## src/rtl/pqc_pkg.sv

```systemverilog
// Shared decode constants, tracker entry type and decode helpers for the
// PQC forwarding/stall controller.
//   OPC_* / F3_* / F7_*   : opcode, funct3 and funct7 encodings that matter
//   trk_entry_t           : one in-flight register writer {valid, rd, is_load}
//   pqc_use_t             : implicit-register usage mask plus multi-cycle flag
//   pqc_usage()           : funct7 -> usage mask / multi-cycle flag
//   writer_decode()       : opcode/funct3/rd -> tracker entry
package pqc_pkg;

  localparam logic [6:0] OPC_PQC   = 7'b0001011;
  localparam logic [2:0] F3_PQC    = 3'b011;
  localparam logic [6:0] OPC_OPIMM = 7'b0010011;
  localparam logic [6:0] OPC_LOAD  = 7'b0000011;
  localparam logic [2:0] F3_ADDI   = 3'b000;
  localparam logic [2:0] F3_SLLI   = 3'b001;

  // Single-cycle variants that only read the last implicit register
  localparam logic [6:0] F7_LAST_0 = 7'b0000000;
  localparam logic [6:0] F7_LAST_3 = 7'b0000011;
  localparam logic [6:0] F7_LAST_4 = 7'b0000100;
  // Multi-cycle variants that read every implicit register
  localparam logic [6:0] F7_MC_5   = 7'b0000101;
  localparam logic [6:0] F7_MC_6   = 7'b0000110;
  localparam logic [6:0] F7_MC_7   = 7'b0000111;

  // Upper bound on the implicit register count the usage mask can describe
  localparam int MAX_IMPL = 32;

  typedef struct packed {
    logic       valid;
    logic [4:0] rd;
    logic       is_load;
  } trk_entry_t;

  typedef struct packed {
    logic [MAX_IMPL-1:0] mask;
    logic                multi;
  } pqc_use_t;

  // Bit i of mask set means implicit register i is read by this funct7.
  function automatic pqc_use_t pqc_usage(input logic [6:0] f7, input int num_impl);
    pqc_use_t u;
    u = '0;
    case (f7)
      F7_LAST_0, F7_LAST_3, F7_LAST_4: u.mask = MAX_IMPL'(1) << (num_impl - 1);
      F7_MC_5, F7_MC_6, F7_MC_7: begin
        u.mask  = (MAX_IMPL'(1) << num_impl) - MAX_IMPL'(1);
        u.multi = 1'b1;
      end
      default: u = '0;
    endcase
    return u;
  endfunction

  // x0 is never a real destination, so it never produces a valid entry.
  function automatic trk_entry_t writer_decode(input logic [6:0] opc,
                                               input logic [2:0] f3,
                                               input logic [4:0] rd);
    trk_entry_t e;
    e.rd      = rd;
    e.is_load = (opc == OPC_LOAD);
    e.valid   = (rd != 5'd0) &&
                (e.is_load || ((opc == OPC_OPIMM) && ((f3 == F3_ADDI) || (f3 == F3_SLLI))));
    return e;
  endfunction

endpackage

```

## src/rtl/pqc_fwd_ctrl_if.sv

```systemverilog
// ID-side bus between the core and the PQC forwarding/stall controller.
//   id_inst/id_valid : instruction in ID and its valid flag
//   pipe_adv         : ID moves to EX this cycle
//   flush            : kill ID and ID/EX
//   pqc_done         : multi-cycle PQC unit finished early
//   fwd_sel          : per-implicit-register forwarding select (SEL_W each)
//   stall_out        : hold IF/ID and insert a bubble
//   pqc_busy         : multi-cycle PQC unit occupied
// master = core side, slave = controller side.
interface pqc_fwd_ctrl_if #(
  parameter int NUM_IMPL = 3,
  parameter int SEL_W    = 2
);
  logic [31:0]               id_inst;
  logic                      id_valid;
  logic                      pipe_adv;
  logic                      flush;
  logic                      pqc_done;
  logic [NUM_IMPL*SEL_W-1:0] fwd_sel;
  logic                      stall_out;
  logic                      pqc_busy;

  modport master (
    output id_inst, id_valid, pipe_adv, flush, pqc_done,
    input  fwd_sel, stall_out, pqc_busy
  );

  modport slave (
    input  id_inst, id_valid, pipe_adv, flush, pqc_done,
    output fwd_sel, stall_out, pqc_busy
  );
endinterface

```

## src/rtl/pqc_wr_tracker.sv

```systemverilog
// Shift-register scoreboard of in-flight register writers after ID.
//   clk, rst_n : clock, asynchronous active-low reset
//   adv_i      : pipeline advances; ins_i enters slot 0, older slots shift
//   flush_i    : invalidate slot 0 this cycle
//   ins_i      : entry for the instruction leaving ID (valid already gated)
//   ent_o      : slot k = stage k+1 after ID
module pqc_wr_tracker
  import pqc_pkg::*;
#(
  parameter int PIPE_DEPTH = 3
) (
  input  logic                        clk,
  input  logic                        rst_n,
  input  logic                        adv_i,
  input  logic                        flush_i,
  input  trk_entry_t                  ins_i,
  output trk_entry_t [PIPE_DEPTH-1:0] ent_o
);

  trk_entry_t [PIPE_DEPTH-1:0] ent_q, ent_d;

  always_comb begin
    ent_d = ent_q;
    if (adv_i) begin
      for (int k = PIPE_DEPTH - 1; k >= 1; k--) ent_d[k] = ent_q[k-1];
      ent_d[0] = ins_i;
    end
    // A flush without an advance still kills the ID/EX slot in place.
    if (flush_i) ent_d[0].valid = 1'b0;
  end

  always_ff @(posedge clk or negedge rst_n) begin
    if (!rst_n) ent_q <= '0;
    else        ent_q <= ent_d;
  end

  assign ent_o = ent_q;

endmodule

```

## src/rtl/pqc_fwd_ctrl.sv

```systemverilog
// Forwarding and stall controller for the PQC instruction class, which
// implicitly reads registers IMPL_BASE..IMPL_BASE+NUM_IMPL-1.
//   clk, rst_n : clock, asynchronous active-low reset
//   bus        : pqc_fwd_ctrl_if slave (ID instruction and pipeline control
//                in; fwd_sel, stall_out, pqc_busy out)
// Outputs are combinational from the tracker/busy counter and id_inst.
module pqc_fwd_ctrl
  import pqc_pkg::*;
#(
  parameter int NUM_IMPL   = 3,
  parameter int IMPL_BASE  = 29,
  parameter int PIPE_DEPTH = 3,
  parameter int MC_LATENCY = 8,
  parameter int SEL_W      = $clog2(PIPE_DEPTH + 1)
) (
  input  logic           clk,
  input  logic           rst_n,
  pqc_fwd_ctrl_if.slave  bus
);

  localparam int CNT_W = $clog2(MC_LATENCY + 1);

  logic [6:0] opc, f7;
  logic [2:0] f3;
  logic [4:0] rd;

  assign opc = bus.id_inst[6:0];
  assign rd  = bus.id_inst[11:7];
  assign f3  = bus.id_inst[14:12];
  assign f7  = bus.id_inst[31:25];

  pqc_use_t            usage;
  logic                is_pqc;
  logic [NUM_IMPL-1:0] use_mask;

  assign usage    = pqc_usage(f7, NUM_IMPL);
  assign is_pqc   = bus.id_valid && (opc == OPC_PQC) && (f3 == F3_PQC);
  assign use_mask = is_pqc ? usage.mask[NUM_IMPL-1:0] : '0;

  // rs1/rs2 fields and mask bits beyond NUM_IMPL play no part here.
  logic unused_bits;
  assign unused_bits = ^{bus.id_inst[24:15], usage.mask};

  trk_entry_t [PIPE_DEPTH-1:0] ent;
  trk_entry_t                  ins;
  logic [CNT_W-1:0]            cnt_q, cnt_d;
  logic                        load_use, stall, leave_id, issue;
  logic [NUM_IMPL*SEL_W-1:0]   fwd_sel;

  // Youngest match wins: scan oldest to youngest so the last hit sticks.
  // A load still in EX cannot forward yet; that case stalls instead.
  always_comb begin
    fwd_sel  = '0;
    load_use = 1'b0;
    for (int i = 0; i < NUM_IMPL; i++) begin
      if (use_mask[i]) begin
        for (int k = PIPE_DEPTH - 1; k >= 0; k--) begin
          if (ent[k].valid && (ent[k].rd == 5'(IMPL_BASE + i)) &&
              !((k == 0) && ent[k].is_load))
            fwd_sel[i*SEL_W +: SEL_W] = SEL_W'(k + 1);
        end
        if (ent[0].valid && ent[0].is_load && (ent[0].rd == 5'(IMPL_BASE + i)))
          load_use = 1'b1;
      end
    end
  end

  assign stall    = load_use || (is_pqc && (cnt_q != '0));
  assign leave_id = bus.id_valid && bus.pipe_adv && !stall && !bus.flush;
  assign issue    = leave_id && is_pqc && usage.multi;

  always_comb begin
    ins       = writer_decode(opc, f3, rd);
    ins.valid = ins.valid && leave_id;
  end

  pqc_wr_tracker #(
    .PIPE_DEPTH (PIPE_DEPTH)
  ) u_tracker (
    .clk     (clk),
    .rst_n   (rst_n),
    .adv_i   (bus.pipe_adv),
    .flush_i (bus.flush),
    .ins_i   (ins),
    .ent_o   (ent)
  );

  // A new issue takes priority over an early-done pulse; flush leaves the
  // counter alone because the unit has already accepted the operation.
  always_comb begin
    cnt_d = cnt_q;
    if (issue)              cnt_d = CNT_W'(MC_LATENCY);
    else if (bus.pqc_done)  cnt_d = '0;
    else if (cnt_q != '0)   cnt_d = cnt_q - 1'b1;
  end

  always_ff @(posedge clk or negedge rst_n) begin
    if (!rst_n) cnt_q <= '0;
    else        cnt_q <= cnt_d;
  end

  assign bus.fwd_sel   = fwd_sel;
  assign bus.stall_out = stall;
  assign bus.pqc_busy  = (cnt_q != '0);

endmodule

```

## src/flat_wrapper.sv

```systemverilog
// flat-port wrapper written by rule: the top's interface ports become plain ports
module pqc_fwd_ctrl_flat import pqc_pkg::*;
#(
  parameter int NUM_IMPL   = 3,
  parameter int IMPL_BASE  = 29,
  parameter int PIPE_DEPTH = 3,
  parameter int MC_LATENCY = 8,
  parameter int SEL_W      = $clog2(PIPE_DEPTH + 1)
)
  (clk, rst_n, bus_id_inst, bus_id_valid, bus_pipe_adv, bus_flush, bus_pqc_done, bus_fwd_sel, bus_stall_out, bus_pqc_busy);
  pqc_fwd_ctrl_if #(.NUM_IMPL(NUM_IMPL), .SEL_W(SEL_W)) bus_i ();
  input  logic clk;
  input  logic rst_n;
  input wire logic [$bits(bus_i.id_inst)-1:0] bus_id_inst;
  input wire logic [$bits(bus_i.id_valid)-1:0] bus_id_valid;
  input wire logic [$bits(bus_i.pipe_adv)-1:0] bus_pipe_adv;
  input wire logic [$bits(bus_i.flush)-1:0] bus_flush;
  input wire logic [$bits(bus_i.pqc_done)-1:0] bus_pqc_done;
  output wire logic [$bits(bus_i.fwd_sel)-1:0] bus_fwd_sel;
  output wire logic [$bits(bus_i.stall_out)-1:0] bus_stall_out;
  output wire logic [$bits(bus_i.pqc_busy)-1:0] bus_pqc_busy;
  assign bus_i.id_inst = bus_id_inst;
  assign bus_i.id_valid = bus_id_valid;
  assign bus_i.pipe_adv = bus_pipe_adv;
  assign bus_i.flush = bus_flush;
  assign bus_i.pqc_done = bus_pqc_done;
  assign bus_fwd_sel = bus_i.fwd_sel;
  assign bus_stall_out = bus_i.stall_out;
  assign bus_pqc_busy = bus_i.pqc_busy;
  pqc_fwd_ctrl #(.NUM_IMPL(NUM_IMPL), .IMPL_BASE(IMPL_BASE), .PIPE_DEPTH(PIPE_DEPTH), .MC_LATENCY(MC_LATENCY), .SEL_W(SEL_W)) u_core (.clk(clk), .rst_n(rst_n), .bus(bus_i));
endmodule
```

## config.mk

```make
export PLATFORM = sky130hd
export DESIGN_NAME = pqc_fwd_ctrl_flat
export DESIGN_NICKNAME = d
export VERILOG_FILES = /design/src/rtl/pqc_pkg.sv /design/src/rtl/pqc_fwd_ctrl_if.sv /design/src/rtl/pqc_wr_tracker.sv /design/src/rtl/pqc_fwd_ctrl.sv /design/src/flat_wrapper.sv
export SDC_FILE = /design/constraint.sdc
export NUM_CORES = 1
export LEC_CHECK = 0
export CAP_MARGIN = 20
export CORE_MARGIN = 2
export CORE_UTILIZATION = 40
export DETAILED_ROUTE_END_ITERATION = 6
export GPL_ROUTABILITY_DRIVEN = 0
export GPL_TIMING_DRIVEN = 0
export PLACE_DENSITY_LB_ADDON = 0.12
export SYNTH_ARGS = -nofsm -noshare
export SYNTH_HDL_FRONTEND = slang
export SYNTH_SLANG_ARGS = --single-unit
```

## constraint.sdc

```tcl
create_clock -name clk -period 1.3 [get_ports clk]
set_input_delay 0.13 -clock clk [delete_from_list [all_inputs] [get_ports clk]]
set_output_delay 0.13 -clock clk [all_outputs]
set_load 0.02 [all_outputs]
```

* Word-level counts from Yosys, hierarchy flattened
Index checks and enable logic that the tools add are counted.
Cells by class: add/sub/neg operators 1, equality and inequality tests 19, mux-type cells 26, reductions and logical operators 41
Operators by type and width (count):
- $eq 5x5->1 const B | 9
- $eq 7x3->1 const B | 4
- $logic_and 1x1->1 | 27
- $mux 2 | 12
- $eq 7x2->1 const B | 2
- $mux 4 | 3
- $mux 1 | 8
- $eq 7x4->1 const B | 1
- $eq 7x5->1 const B | 1
- $logic_not 7->1 | 1
- $mux 7 | 1
- $pmux 3 s2 | 1
- $reduce_or 3->1 | 2
- $reduce_bool 5->1 | 1
- $reduce_bool 4->1 | 1
- $sub 4x1->4 const B | 1
- $eq 3x1->1 const B | 1
- $eq 3x2->1 const B | 1
- $logic_not 1->1 | 3
- $logic_not 3->1 | 1
- $logic_or 1x1->1 | 3
- $mux 3 | 1
- $reduce_bool 3->1 | 1
- $reduce_bool 2->1 | 1
Word-level totals: flip-flop bits (word level) 23, input port bits 38, output and inout port bits 8, word-level logic and storage cells 95

* Logic depth before layout (Yosys ltp)
word-level depth 16, gate-level depth with buffers 6, mapped depth without buffers 6

* Modules after synthesis
Synthesis repeated with hierarchy kept, for this count alone.
Second synthesis, totals: cell total of the unflattened synthesis 128, area, all modules 1387.6 um^2
Modules (own cells, without submodules):
- pqc_wr_tracker | times used 1, cells each 45, area an instance 787.0 um^2, seq. area each 525.5 um^2
- pqc_fwd_ctrl | times used 1, cells each 83, area an instance 600.6 um^2, seq. area each 100.1 um^2

* Worst setup path after synthesis
No wires, ideal clock.
path kind register -> output, start point reg u_core.u_tracker.ent_q (netlist bit u_core.u_tracker.ent_o[20]), end point out bus_fwd_sel[1], arrival 1.425 ns, data required time 1.170 ns, slack -0.255 ns, cell stages (with the launch flop) 4, cell sequence dfrtp_1 nand4_1 or3b_1 a211oi_1
On the way: longest elaborated chain between the ends 5
RTL lines:
- start: declaration | RTL line pqc_wr_tracker.sv:20 | trk_entry_t [PIPE_DEPTH-1:0] ent_q, ent_d;
- start signal: assignment | RTL line pqc_wr_tracker.sv:34 | else ent_q <= ent_d;
- $logic_and 1x1->1 | RTL line pqc_fwd_ctrl.sv:58 | if (ent[k].valid && (ent[k].rd == 5'(IMPL_BASE + i)) &&
- $mux 2 (3 in series) | RTL line pqc_fwd_ctrl.sv:58
- $mux 2 | RTL line pqc_fwd_ctrl.sv:56 | if (use_mask[i]) begin
- end: declaration | RTL line flat_wrapper.sv:19 | output wire logic [$bits(bus_i.fwd_sel)-1:0] bus_fwd_sel;
No other way between the ends.

* Final worst setup path
Same ends and word-level chain as after synthesis.

==> results.toml <==
[outcome]
outcome = "complete, but fails checks"
violations = "negative setup slack"

[die]
dieArea_um2 = 3762
start_util = 0.4272
rows = 20
core_um2 = 3078
pin_count = 46
die_w_um = 61.34
dieHeight_um = 61.34

[drt]
routed_wl_um = 3344
final_antenna_net_count = 0
vias = 1208
route.detailed.drc = 0
viasPerCell = 5.275
drtPass1Iterations = 4
wl_per_cell_um = 14.60
drt_iter0_markers = 48

[global_routing]
grt_use_total = 0.1818
first_global_vias = 1216
grt_pass1_wl_um = 5078
antenna_found_initial = 0
grt-ovfl-total = 0
grt_max_degree = 24

[logic_synthesis]
yosysTopAreaCellShare = 0.4377
synth_seq_cells = 23
yosysWarnings = 0
synth_cells = 121
syn_area_um2 = 1315
synth-edff-count = 0
synth_cell_types = 43
synth_flop_cell = "dfrtp_1"
synth_nets = 160
async_flop_share = 1.000
avgSynthCellArea_um2 = 10.87
synth_area_leader_cell = "dfrtp_1"
synthTopCellsByArea = "dfrtp_1 (44%), mux2_2 (15%), and4b_1 (2.3%)"
ys_seq_area_frac = 0.4377

[layout]
multiInputGateArea_um2 = 857.1
final_cell_mix = "buf_4 (26), dfrtp_1 (21), mux2_2 (17)"
seqCellArea_um2 = 578.1
fin_cells = 229
nFillCells = 247
drive_above_1_share = 0.5135
layout_commonest_cell = "buf_4"
diodes = 0
area_growth_pct = 58.52
fin_nets = 225

[clock_network]
cts_root_buf = "clkbuf_4"
cts_tree = "yes"
cts_buffers = 3
htreeDepth = 1
clk_latency_ps = 320
clk_pin_slew_ps = 120
cts_buffer_depth = 2
cts.sinks = 23

[pwr]
p_int_mw = 1.520
combPwrFrac = 0.436
vdd_drop_max_mv = 0.4929
p_leak_nw = 0.8869
seqPwrFrac = 0.415
power_density_nw_per_um2 = 1081
power_mw = 2.253
swShare = 0.3252
switchingPower_mw = 0.7327
p_clk_frac = 0.149

[timing]
timing.final.ws_setup_ps = -456.6
timing.fmax_ghz = 0.5693
slew_headroom = 0.7945
whs_ps = 166.8
min_period_ps = 1757
skew_ps = 3.831
fin_setup_tns_ps = -3147
setup_viol_count_final = 10
fin_crit_sh = 1.351
maxSlewViolCount = 0
rsz0062_at_grt = "yes"
worst_slew_pin_slew_ps = 304.3
hold_viol = 0

[critical_path]
critPathCaptureType = "primary output"
cp-start-kind = "register"
crit_required_ps = 1170
critical_path_class = "register to primary output"
cp.arrival_ps = 1630
worstPathMaxFanout = 3

[placement]
dp_cells = 199
pre_cts_slack_ps = -917.8
hpwl_um = 2242
io_buffers = 34

[worst_hold_path]
hold_path_class = "input port to register"

[job]
maxCapViolations = 0
## power groups by stage
stage	Clock [mW]	Sequential [mW]	Combinational, mW
after global routing	0.369	0.949	1.05
after CTS	0.339	0.921	0.902
after detailed placement	0	0.944	0.628
after floorplan	0	0.914	0.406
final	0.336	0.935	0.982
after global placement	0	0.938	0.597
## registers in the layout (all words and copies together) (netlist names)
signal / count
u_core.cnt_q: 4
u_core.u_tracker.ent_o: 19
## worst max-delay path: stages, from the launching register on
cell and delay, ps:
dfrtp_1 400, nand4_1 140, or3b_4 410, a211oi_4 210, buf_6 140
## cells in the mapped netlist (all sizes together), types with 2 or more instances
| master | count |
|---|---|
| nand2 | 6 |
| nand4 | 4 |
| o21ai | 3 |
| buf | 2 |
| and3 | 3 |
| a21oi | 3 |
| nand2b | 3 |
| inv | 4 |
| and2 | 2 |
| nor3 | 4 |
| nor2 | 8 |
| nand3 | 4 |
| and4b | 3 |
| mux2 | 17 |
| o32ai | 2 |
| nand3b | 2 |
| and3b | 2 |
| dfrtp | 23 |
| nor2b | 2 |
| or3 | 4 |
## through the flow
| stage | util | cell area [um^2] |
|---|---|---|
| after floorplan | - | 1340 |
| after global placement | 0.5638 | 1735 |
| after detailed placement | 0.5638 | 1735 |
| after CTS | 0.6390 | 1967 |
| after global routing | 0.6772 | 2085 |
| final | 0.6772 | 2085 |
## layout make-up
cell class | count | area share
clock buffer | 4 | 0.01261
buffer | 2 | 0.006002
sequential | 23 | 0.2773
tap | 44 | 0.02641
multi-input combinational | 92 | 0.4112
timing repair buffer | 60 | 0.2581
inverter | 4 | 0.008403
## path summary, 6_finish.rpt
path / start / end / slack (ps) / cells past startpoint
min: bus_pipe_adv / u_core.u_tracker.ent_o[18] / 170 / 2
max: u_core.u_tracker.ent_o[20] / bus_fwd_sel[1] / -460 / 4
min in group asynchronous: rst_n / u_core.cnt_q[2] / 520 / 2
max reg2reg: u_core.cnt_q[1] / u_core.cnt_q[1] / -120 / 7
max in group asynchronous: rst_n / u_core.u_tracker.ent_o[2] / 400 / 3
min reg2reg: u_core.u_tracker.ent_o[5] / u_core.u_tracker.ent_o[5] / 560 / 1
## per-layer routing
metal	routed length, um	part of all wire	GRT usage	vias to the layer above
met3	144	0.043	0.04202	4
li1	-	-	-	585
met4	34	0.010	0.04863	0
met1	1461	0.44	0.2173	585
met5	0	0	0	-
met2	1702	0.51	0.3283	34
## kinds of logic (layout without fill, tap and decap cells)
logic type,Yosys count,in the layout,share of synthesized area
simple gates,54,54,0.2664
xor+xnor,1,1,0.006662
fa+ha+maj,1,1,0.009513
buf+inv,6,70,0.02093
mux,18,18,0.1532
flops,23,23,0.4377
compound gates,18,18,0.1056
## what timing repair did
item | in CTS | in global routing
gates resized for setup | 80 | 20
hold endpoints to repair | 0 | 1
endpoints found under the setup margin | 11 | 11
pin swaps | 21 | 12
hold buffers | 0 | 1
setup buffers | 22 | 2
Note: power is estimated with default switching activity, not from simulation.
